[src/rtl/regfile_writeback.sv]
// Purpose: write-side front end of the integer register file. Arbitrates ALU and
//          LSU results onto the single registered regfile write port (hold > LSU > ALU),
//          parks a losing ALU result in a one-entry hold buffer, and keeps a
//          pending-write scoreboard for RAW hazard stalls.
// Ports:
//   clk_i, rst_n_i                       clock, async active-low reset
//   alu_valid_i/alu_ready_o/alu_addr_i/alu_data_i   ALU result handshake
//   lsu_valid_i/lsu_ready_o/lsu_addr_i/lsu_data_i   LSU result handshake
//   iss_valid_i/iss_addr_i               destination reservation from issue
//   rs1_addr_i/rs2_addr_i                source queries
//   rs1_pending_o/rs2_pending_o          pending write on queried source (combinational)
//   we_o/rd_addr_o/rd_d_o                registered regfile write port
module regfile_writeback #(
   parameter int unsigned XLEN  = 32,
   parameter int unsigned NREGS = 32,
   parameter int unsigned AW    = $clog2(NREGS)
) (
   input  logic            clk_i,
   input  logic            rst_n_i,
   input  logic            alu_valid_i,
   output logic            alu_ready_o,
   input  logic [AW-1:0]   alu_addr_i,
   input  logic [XLEN-1:0] alu_data_i,
   input  logic            lsu_valid_i,
   output logic            lsu_ready_o,
   input  logic [AW-1:0]   lsu_addr_i,
   input  logic [XLEN-1:0] lsu_data_i,
   input  logic            iss_valid_i,
   input  logic [AW-1:0]   iss_addr_i,
   input  logic [AW-1:0]   rs1_addr_i,
   input  logic [AW-1:0]   rs2_addr_i,
   output logic            rs1_pending_o,
   output logic            rs2_pending_o,
   output logic            we_o,
   output logic [AW-1:0]   rd_addr_o,
   output logic [XLEN-1:0] rd_d_o
);

   logic             hold_valid_q, hold_valid_d;
   logic [AW-1:0]    hold_addr_q, hold_addr_d;
   logic [XLEN-1:0]  hold_data_q, hold_data_d;
   logic             we_q, we_d;
   logic [AW-1:0]    rd_addr_q, rd_addr_d;
   logic [XLEN-1:0]  rd_d_q, rd_d_d;
   logic [NREGS-1:0] pending_q, pending_d;

   logic             win_valid;
   logic [AW-1:0]    win_addr;
   logic [XLEN-1:0]  win_data;

   // Both producers are stalled only while the hold buffer drains.
   assign alu_ready_o = !hold_valid_q;
   assign lsu_ready_o = !hold_valid_q;

   // Winner selection and hold-buffer capture.
   always_comb begin
      win_valid    = 1'b0;
      win_addr     = hold_addr_q;
      win_data     = hold_data_q;
      hold_valid_d = hold_valid_q;
      hold_addr_d  = hold_addr_q;
      hold_data_d  = hold_data_q;
      if (hold_valid_q) begin
         win_valid    = 1'b1;
         hold_valid_d = 1'b0;
      end else if (lsu_valid_i) begin
         win_valid = 1'b1;
         win_addr  = lsu_addr_i;
         win_data  = lsu_data_i;
         // ALU is ready this cycle too, so its result must be taken now, not dropped.
         if (alu_valid_i) begin
            hold_valid_d = 1'b1;
            hold_addr_d  = alu_addr_i;
            hold_data_d  = alu_data_i;
         end
      end else if (alu_valid_i) begin
         win_valid = 1'b1;
         win_addr  = alu_addr_i;
         win_data  = alu_data_i;
      end
   end

   // Write port: x0 results are consumed but never enable a write.
   always_comb begin
      we_d      = win_valid && (win_addr != '0);
      rd_addr_d = win_valid ? win_addr : rd_addr_q;
      rd_d_d    = win_valid ? win_data : rd_d_q;
   end

   // Scoreboard: clear on the committing edge, set afterwards so a new reservation wins.
   always_comb begin
      pending_d = pending_q;
      if (we_q) begin
         pending_d[rd_addr_q] = 1'b0;
      end
      if (iss_valid_i && (iss_addr_i != '0)) begin
         pending_d[iss_addr_i] = 1'b1;
      end
      pending_d[0] = 1'b0;
   end

   always_ff @(posedge clk_i or negedge rst_n_i) begin
      if (!rst_n_i) begin
         hold_valid_q <= 1'b0;
         hold_addr_q  <= '0;
         hold_data_q  <= '0;
         we_q         <= 1'b0;
         rd_addr_q    <= '0;
         rd_d_q       <= '0;
         pending_q    <= '0;
      end else begin
         hold_valid_q <= hold_valid_d;
         hold_addr_q  <= hold_addr_d;
         hold_data_q  <= hold_data_d;
         we_q         <= we_d;
         rd_addr_q    <= rd_addr_d;
         rd_d_q       <= rd_d_d;
         pending_q    <= pending_d;
      end
   end

   assign we_o          = we_q;
   assign rd_addr_o     = rd_addr_q;
   assign rd_d_o        = rd_d_q;
   assign rs1_pending_o = pending_q[rs1_addr_i];
   assign rs2_pending_o = pending_q[rs2_addr_i];

endmodule

[config.mk]
export PLATFORM = sky130hd
export DESIGN_NAME = regfile_writeback
export DESIGN_NICKNAME = d
export VERILOG_FILES = /design/src/rtl/regfile_writeback.sv
export SDC_FILE = /design/constraint.sdc
export NUM_CORES = 1
export LEC_CHECK = 0
export CAP_MARGIN = 5
export CORE_AREA = 2 2 105 107
export CTS_CLUSTER_DIAMETER = 100
export CTS_CLUSTER_SIZE = 12
export DETAILED_ROUTE_END_ITERATION = 7
export DIE_AREA = 0 0 107 109
export DONT_BUFFER_PORTS = 1
export PLACE_DENSITY = 0.75
export SYNTH_ARGS = -nofsm -noshare
export SYNTH_HDL_FRONTEND = slang
export SYNTH_SLANG_ARGS = --single-unit
[constraint.sdc]
create_clock -name clk_i -period 5.1 [get_ports clk_i]
set_clock_uncertainty 0.1 [all_clocks]
set_input_delay 1.53 -clock clk_i [delete_from_list [all_inputs] [get_ports clk_i]]
set_output_delay 1.53 -clock clk_i [all_outputs]
set_load 0.02 [all_outputs]
== After elaboration in Yosys (flattened, before gate mapping) ==
Cells that the tools add are included.
Operators by class
  order comparisons: 6
  mux-type cells: 21
  bitwise operators: 4
  reductions and logical operators: 8
Operator list (number)
  $mux 32: 5
  $and 32x32->32: 1
  $not 32->32: 1
  $or 32x32->32: 1
  $lt 5x6->1 const B: 4
  $mux 5: 3
  $bmux 1 s5: 2
  $demux 1 s5: 2
  $ge 5x1->1 const B: 2
  $reduce_bool 5->1: 2
  $mux 1: 9
  $logic_and 1x1->1: 4
  $reduce_and 2->1: 1
  $logic_not 1->1: 1
  $not 1->1: 1
Storage, ports and cells
  flip-flop bits (word level): 107
  bits of input ports: 94
  output and inout port bits: 42
  word-level logic and storage cells: 46

== Depth between registers and ports, before layout ==
Gate-level depths: netlist of run 1.
  word-level depth: 9
  mapped depth: 7
  mapped depth without buffers: 4

== Least setup slack after synthesis of run 1 ==
OpenSTA, ideal clock, no wires.
  kind: input to output
  from: in rs1_addr_i[0]
  to: out rs1_pending_o
  arrival time: 2666 ps
  data required time: 3470 ps
  path slack: 804 ps
  cell stages on the path: 5
  buffers on the path: 1
  cells stage by stage: buf_2 > mux4_2 > nand2b_1 > o211ai_1 > nand4_1
On the way
  longest elaborated chain between the ends: 2
Ends and longest elaborated chain
  start, declared: line 30  | input logic [AW-1:0] rs1_addr_i,
  $bmux 1 s5: line 125  | assign rs1_pending_o = pending_q[rs1_addr_i];
  $mux 1 (implied by the code): line 125
  end, declared: line 32  | output logic rs1_pending_o,
Every way passes these cells. The select of a mux whose other input is x is not followed.

== Worst setup path after layout of run 1 ==
Same ends and word-level chain as after synthesis.

==> flow_summary.json, run 1 <==
{
  "power.share.combinational_pct": 19.8,
  "final_area_um2": 5380,
  "leakage_power_total_nw": 2.10,
  "cts_max_level": 3,
  "timing.critical_path.fanout_max": 7,
  "part_of_the_power_in_the_clock_network_pct": 22.1,
  "critPathKind": "in2out",
  "crit_required_ns": 3.47,
  "outcome": "completed",
  "hold_viol_final": 0,
  "overall_die_height_um": 109,
  "mappedNetlistArea_um2": 5150,
  "timing.critical_path.max_delay_family": "multiplexers",
  "gpl.final_weighted_congestion": 0.843,
  "detail_route.first_pass.iterations": 6,
  "port_buffers": 0,
  "vias": 3808,
  "timing.critical_path.cells": "mux4_2 -> nand2b_1 -> o2111ai_1 -> nand4_1",
  "globalRouteMet1Util_pct": 26.2,
  "power.density_cell_area_nw_per_um2": 416,
  "grt_start_max_net_pins": 108,
  "netSwitchingPower_mw": 0.718,
  "die_width_um": 107,
  "grt.met3_usage_pct": 7.47,
  "design_power_total_mw": 2.24,
  "cts.sink_count": 107,
  "grt_setup_unrepaired": "false",
  "net_count_of_the_mapped_netlist": 565,
  "hold_path_class": "reg2reg",
  "core_area_um2": 10600,
  "postRouteWirelength_mm": 12.4,
  "grt_util_all_layers_pct": 21.6,
  "cts.reportedPaths.clkPinSlew_ns": 0.09,
  "period_needed_ns": 4.17,
  "setup_slack_ns": 0.932,
  "grt-busiest-layer": "met2",
  "drt.antenna.violating_nets": 0,
  "layout-drive-gt1-share_pct": 14.6,
  "floorplan.die_area_um2": 11700,
  "final.setup.tns_ns": 0,
  "diodes": 0,
  "dr.first_iter.drc_count": 355,
  "floorplan.rows": 38,
  "holdWs_ns": 0.394,
  "top_level_ports": 136,
  "yosys_register_bits": 107,
  "detailed_place_hpwl_mm": 8.65,
  "share_of_power_burned_in_registers_pct": 58.1,
  "post_placement_cell_area_um2": 5190,
  "clock_insertion_delay_worst_skew_ns": 0.37,
  "achievable-frequency_ghz": 0.240,
  "max_slew.worst_pin.slew_ns": 0.996,
  "max_cap_viol_count": 0,
  "worst_setup_path_start_kind": "primary input",
  "synth_cell_types": 36,
  "critical-path-slowest-cell": "sky130_fd_sc_hd__mux4_2",
  "cts_hold_buf": 0,
  "grt_util_met2_pct": 36.5,
  "grt_first_pass_wirelength_mm": 19.6,
  "cts_setup_buffers": 0,
  "antenna_found_initial": 0,
  "crit_path_max_incr_delay_ns": 0.48,
  "worst_setup_path_end_kind": "output pin",
  "placement.setup.worst_slack_ns": 0.935,
  "endpoint_arrival_time_on_the_critical_path_ns": 2.54,
  "report.final.setup_viol": 0,
  "synth_area_per_cell_um2": 10.9,
  "areaGrowthSynthToFinish_pct": 4.40,
  "final_min_period_over_clock_period_pct": 81.7,
  "ctsRootBufferMaster": "sky130_fd_sc_hd__clkbuf_8",
  "grt_pass1_vias": 3918,
  "worst_rel_slew_slack_pct": 33.4,
  "overflow": 0,
  "cts_repair_resize_count": 0,
  "internal_power_mw": 1.52,
  "initial_utilization_pct": 48.6,
  "vdd_drop_max_mv": 0.239,
  "route.detailed.vias_per_inst": 6.37,
  "yosys_warnings": 0,
  "wl_per_cell_um": 20.7,
  "synth-seq-area-share_pct": 52.0,
  "drv_slew": 0,
  "power.share.switching_pct": 32.1,
  "cts_tree": "yes",
  "tritoncts.num_buffers": 9,
  "numnets_final": 548,
  "path_buf_inv": 0,
  "detail_route.drc_violations": 0,
  "cts-root-to-sink-buffers": 2,
  "syn_inst": 471
}
-- cell usage in the layout (no fill, tap or decap), types with 9 or more instances in the layout --
master and count:
sky130_fd_sc_hd__clkbuf_8 9, sky130_fd_sc_hd__o21ai_0 88, sky130_fd_sc_hd__nor2_1 10, sky130_fd_sc_hd__a21oi_1 19, sky130_fd_sc_hd__mux2i_1 18, sky130_fd_sc_hd__a22oi_1 43, sky130_fd_sc_hd__dfrtp_1 107, sky130_fd_sc_hd__nand2_1 16
sky130_fd_sc_hd__mux2_2 36, sky130_fd_sc_hd__o22ai_1 26, sky130_fd_sc_hd__nand3_1 13, sky130_fd_sc_hd__nand3b_1 10
-- registers in the layout, summed over array words and instances (netlist names) --
| signal | flops |
|---|---|
| we_o | 1 |
| hold_data_q | 32 |
| hold_valid_q | 1 |
| hold_addr_q | 5 |
| pending_q | 31 |
| rd_d_o | 32 |
| rd_addr_o | 5 |
-- per-layer routing --
metal / up-vias / wire length, um
met5: - / 0
met4: 0 / 151
met3: 18 / 1130
met2: 157 / 6120
met1: 1890 / 5000
li1: 1743 / -
-- kinds of logic after synthesis --
kind of cell / count (synthesis) / share of synthesized area [%]
AOI/OAI and AO/OA: 191 / 22.3
DFF: 107 / 52.0
muxes: 60 / 14.0
buffers and inverters: 39 / 3.72
and+or+nand+nor: 74 / 8.00
-- worst reg2reg max path: cells and delay by family (launching register included) --
kind	cells	cell delay, ns
simple gates	2	0.98
mux	1	0.38
flops	1	0.35
buf+inv	2	0.80
-- area by class of cell --
class / instances / area (um2)
fill: 958 / 5230
sequential: 107 / 2680
multi-input combinational: 325 / 2280
tap: 140 / 175
clock buffer: 10 / 128
clock inverter: 5 / 55.1
timing repair buffer: 5 / 37.5
inverter: 6 / 22.5
-- per-stage QoR --
stage	utilization, %	std cells
after detailed placement	49.0	583
after global placement	49.0	583
after global routing	50.7	598
after CTS	50.7	598
after floorplan	-	471
final	50.7	598
-- cells in the mapped netlist (all sizes together) --
cell,number,area [um2]
dfrtp,107,2680
o21ai,88,440
a22oi,43,323
mux2,36,405
o22ai,26,163
buf,25,139
a21oi,19,95.1
mux2i,18,180
nand2,16,60.1
nand3,13,65.1
nand3b,10,75.1
nor2,10,37.5
clkbuf,8,30.0
inv,6,22.5
mux4,6,135
nand2b,6,37.5
nor2b,6,37.5
or3b,4,35.0
o21bai,3,22.5
a211oi,2,15.0
nand4,2,12.5
nor3b,2,15.0
o2111ai,2,17.5
o211ai,2,15.0
o32a,2,20.0
or3,2,12.5
a31o,1,8.76
a41oi,1,8.76
and2,1,6.26
and2b,1,7.51
nor3,1,10.0
o221ai,1,8.76
o311a,1,10.0
-- power groups by stage --
| stage | clock network (mW) | registers [mW] | logic (mW) |
|---|---|---|---|
| after global routing | 0.539 | 1.33 | 0.494 |
| after CTS | 0.508 | 1.30 | 0.438 |
| final | 0.494 | 1.30 | 0.443 |
| after global placement | 0 | 1.30 | 0.412 |
| after floorplan | 0 | 1.23 | 0.383 |
| after detailed placement | 0 | 1.32 | 0.437 |
-- worst paths after layout --
check	start	end	slack [ns]	cells past startpoint
setup reg to reg	hold_valid_q$_DFF_PN0_	hold_data_q[16]$_DFFE_PN0P_	2.37	5
max in group asynchronous	rst_n_i	pending_q[20]$_DFF_PN0_	4.01	0
min in group asynchronous	rst_n_i	rd_d_o[22]$_DFFE_PN0P_	0.74	0
setup / recovery	rs1_addr_i[0]	rs1_pending_o	0.93	4
hold reg to reg	hold_addr_q[0]$_DFFE_PN0P_	hold_addr_q[0]$_DFFE_PN0P_	0.39	2
hold / removal	hold_addr_q[0]$_DFFE_PN0P_	hold_addr_q[0]$_DFFE_PN0P_	0.39	2
Power figures use the tool's default switching activity.
==> run 2: changes to the inputs <==
--- a/config.mk
+++ b/config.mk
@@ -12,7 +12,7 @@
 export DETAILED_ROUTE_END_ITERATION = 7
 export DIE_AREA = 0 0 107 109
 export DONT_BUFFER_PORTS = 1
-export PLACE_DENSITY = 0.75
+export PLACE_DENSITY = 0.77
 export SYNTH_ARGS = -nofsm -noshare
 export SYNTH_HDL_FRONTEND = slang
 export SYNTH_SLANG_ARGS = --single-unit
==> constraint.sdc (replaced) <==
create_clock -name clk_i -period 3.7 [get_ports clk_i]
set_clock_uncertainty 0.1 [all_clocks]
set_input_delay 1.11 -clock clk_i [delete_from_list [all_inputs] [get_ports clk_i]]
set_output_delay 1.11 -clock clk_i [all_outputs]
set_load 0.02 [all_outputs]
==> run 2 against run 1 <==
Compared with the run above:
- combinational power up 36%
- power up 39%
- sequential power up 38%
- flip-flop and latch count unchanged
- core utilization up 0.059 points
- design area up 0.12%
- register-to-register slack worse by 1.2 ns
- via count up 1.4%
- routed wire length up 0.51%
- non-clock buffer count down 1
- critical endpoint unchanged
- highest routed layer unchanged
==> flow_summary.json, run 2 (synthesized netlist as in run 1, its figures left out) <==
{
  "detailed_place_hpwl_mm": 8.70,
  "final_min_period_over_clock_period_pct": 89.3,
  "diodes": 0,
  "cts.sink_count": 107,
  "worst_rel_slew_slack_pct": 36.4,
  "vias": 3860,
  "hold_viol_final": 0,
  "leakage_power_total_nw": 2.11,
  "antenna_found_initial": 0,
  "cts.reportedPaths.clkPinSlew_ns": 0.09,
  "total_area_of_sequential_cells_um2": 2680,
  "cts_tree": "yes",
  "hold_path_class": "in2async",
  "cts_hold_buf": 0,
  "clock_insertion_delay_worst_skew_ns": 0.36,
  "power.share.switching_pct": 31.8,
  "cts_setup_buffers": 0,
  "overall_die_height_um": 109,
  "cts-root-to-sink-buffers": 2,
  "outcome": "completed",
  "gpl.final_weighted_congestion": 0.874,
  "grt_pass1_vias": 3939,
  "tritoncts.num_buffers": 9,
  "netSwitchingPower_mw": 0.988,
  "areaGrowthSynthToFinish_pct": 4.52,
  "route.detailed.vias_per_inst": 6.45,
  "wl_per_cell_um": 20.8,
  "drt.antenna.violating_nets": 0,
  "post-route-util_pct": 50.8,
  "timing.critical_path.max_delay_family": "multiplexers",
  "numnets_final": 547,
  "timing.critical_path.fanout_max": 7,
  "grt_start_max_net_pins": 108,
  "area_of_the_multi_input_gates_um2": 2280,
  "endpoint_arrival_time_on_the_critical_path_ns": 2.09,
  "crit_required_ns": 2.49,
  "period_needed_ns": 3.30,
  "most-common-layout-cells": "sky130_fd_sc_hd__dfrtp_1 (107), sky130_fd_sc_hd__o21ai_0 (88), sky130_fd_sc_hd__a22oi_1 (43), sky130_fd_sc_hd__mux2_2 (36), sky130_fd_sc_hd__o22ai_1 (26)",
  "top_level_ports": 136,
  "timing.critical_path.cells": "mux4_2 -> nand2b_1 -> o2111ai_1 -> nand4_1",
  "grt_first_pass_wirelength_mm": 20.0,
  "share_of_power_burned_in_registers_pct": 57.9,
  "die_width_um": 107,
  "max_cap_viol_count": 0,
  "part_of_the_power_in_the_clock_network_pct": 22.8,
  "drv_slew": 0,
  "floorplan.die_area_um2": 11700,
  "cts_max_level": 3,
  "internal_power_mw": 2.12,
  "detail_route.drc_violations": 0,
  "critPathKind": "in2out",
  "path_buf_inv": 0,
  "floorplan.rows": 38,
  "critical-path-slowest-cell": "sky130_fd_sc_hd__mux4_2",
  "cts_repair_resize_count": 0,
  "vdd_drop_max_mv": 0.281,
  "final.setup.tns_ns": 0,
  "max_slew.worst_pin.slew_ns": 0.951,
  "worst_setup_path_end_kind": "output pin",
  "n_fill_cell": 936,
  "power.share.combinational_pct": 19.3,
  "dr.first_iter.drc_count": 324,
  "grt_util_all_layers_pct": 21.9,
  "overflow": 0,
  "crit_path_max_incr_delay_ns": 0.47,
  "layout-drive-gt1-share_pct": 14.6,
  "report.final.setup_viol": 0,
  "port_buffers": 0,
  "worst_setup_path_start_kind": "primary input",
  "achievable-frequency_ghz": 0.303,
  "ctsRootBufferMaster": "sky130_fd_sc_hd__clkbuf_8",
  "initial_utilization_pct": 48.6,
  "postRouteWirelength_mm": 12.5,
  "grt_setup_unrepaired": "false",
  "power.density_cell_area_nw_per_um2": 577,
  "core_area_um2": 10600,
  "mostFrequentLayoutCell": "sky130_fd_sc_hd__dfrtp_1",
  "detail_route.first_pass.iterations": 5
}
run 2: cell count changes in the layout (fill, tap and decap cells not counted), sizes merged:
cell      previous run  this run
inv                  6         7
clkinvlp             2         0
clkbuf              10        12
buf                  5         4
run 2: stage by stage:
step | area, um2 | total power, mW | hold slack [ns] | instances | worst slack [ns]
floorplan | 5150 | 2.23 | 0.343 | 471 | 0.244
global placement | 5190 | 2.35 | 0.356 | 582 | 0.412
detailed placement | 5190 | 2.42 | 0.364 | 582 | 0.398
CTS | 5380 | 3.12 | 0.309 | 598 | 0.398
global route | 5380 | 3.29 | 0.299 | 598 | 0.347
finish | 5380 | 3.11 | 0.329 | 598 | 0.396
run 2: power groups by stage:
| stage | registers [mW] | logic, mW | clock network [mW] |
|---|---|---|---|
| 2_1_floorplan | 1.70 | 0.528 | 0 |
| 3_3_place_gp | 1.79 | 0.560 | 0 |
| 3_5_place_dp | 1.82 | 0.596 | 0 |
| 4_1_cts | 1.79 | 0.598 | 0.728 |
| 5_1_grt | 1.84 | 0.676 | 0.769 |
| 6_report | 1.80 | 0.601 | 0.708 |
run 2: per-layer routing:
metal | part of all wire [%] | vias up | routed length, um | GRT usage (%)
met1 | 40 | 1887 | 4990 | 26.7
met2 | 48 | 205 | 5980 | 36.2
li1 | - | 1748 | - | -
met4 | 1.3 | 0 | 162 | 6.86
met3 | 11 | 20 | 1330 | 8.49
met5 | 0 | - | 0 | 0
run 2: final timing paths:
check | start | end | slack (ns) | cells past startpoint
hold reg to reg | hold_addr_q[0]$_DFFE_PN0P_ | hold_addr_q[0]$_DFFE_PN0P_ | 0.39 | 2
hold / removal | rst_n_i | hold_data_q[21]$_DFFE_PN0P_ | 0.33 | 0
setup reg to reg | hold_valid_q$_DFF_PN0_ | hold_data_q[11]$_DFFE_PN0P_ | 1.18 | 4
setup / recovery | rs1_addr_i[0] | rs1_pending_o | 0.40 | 4
max in group asynchronous | rst_n_i | pending_q[17]$_DFF_PN0_ | 2.96 | 0
min in group clk_i | hold_addr_q[0]$_DFFE_PN0P_ | hold_addr_q[0]$_DFFE_PN0P_ | 0.39 | 2
run 2: final cells by class:
class	count	share of cell area, %
Timing Repair Buffer	4	0.558
Inverter	6	0.419
Clock inverter	4	0.907
Multi-Input combinational cell	325	42.4
Sequential cell	107	49.8
Tap cell	140	3.26
Clock buffer	12	2.70
run 2: worst register-to-register path: cells and delay by family (launching register included):
family / cells / cell delay [ns]
mux: 1 / 0.44
buf+inv: 1 / 0.41
simple gates: 2 / 0.96
flops: 1 / 0.50
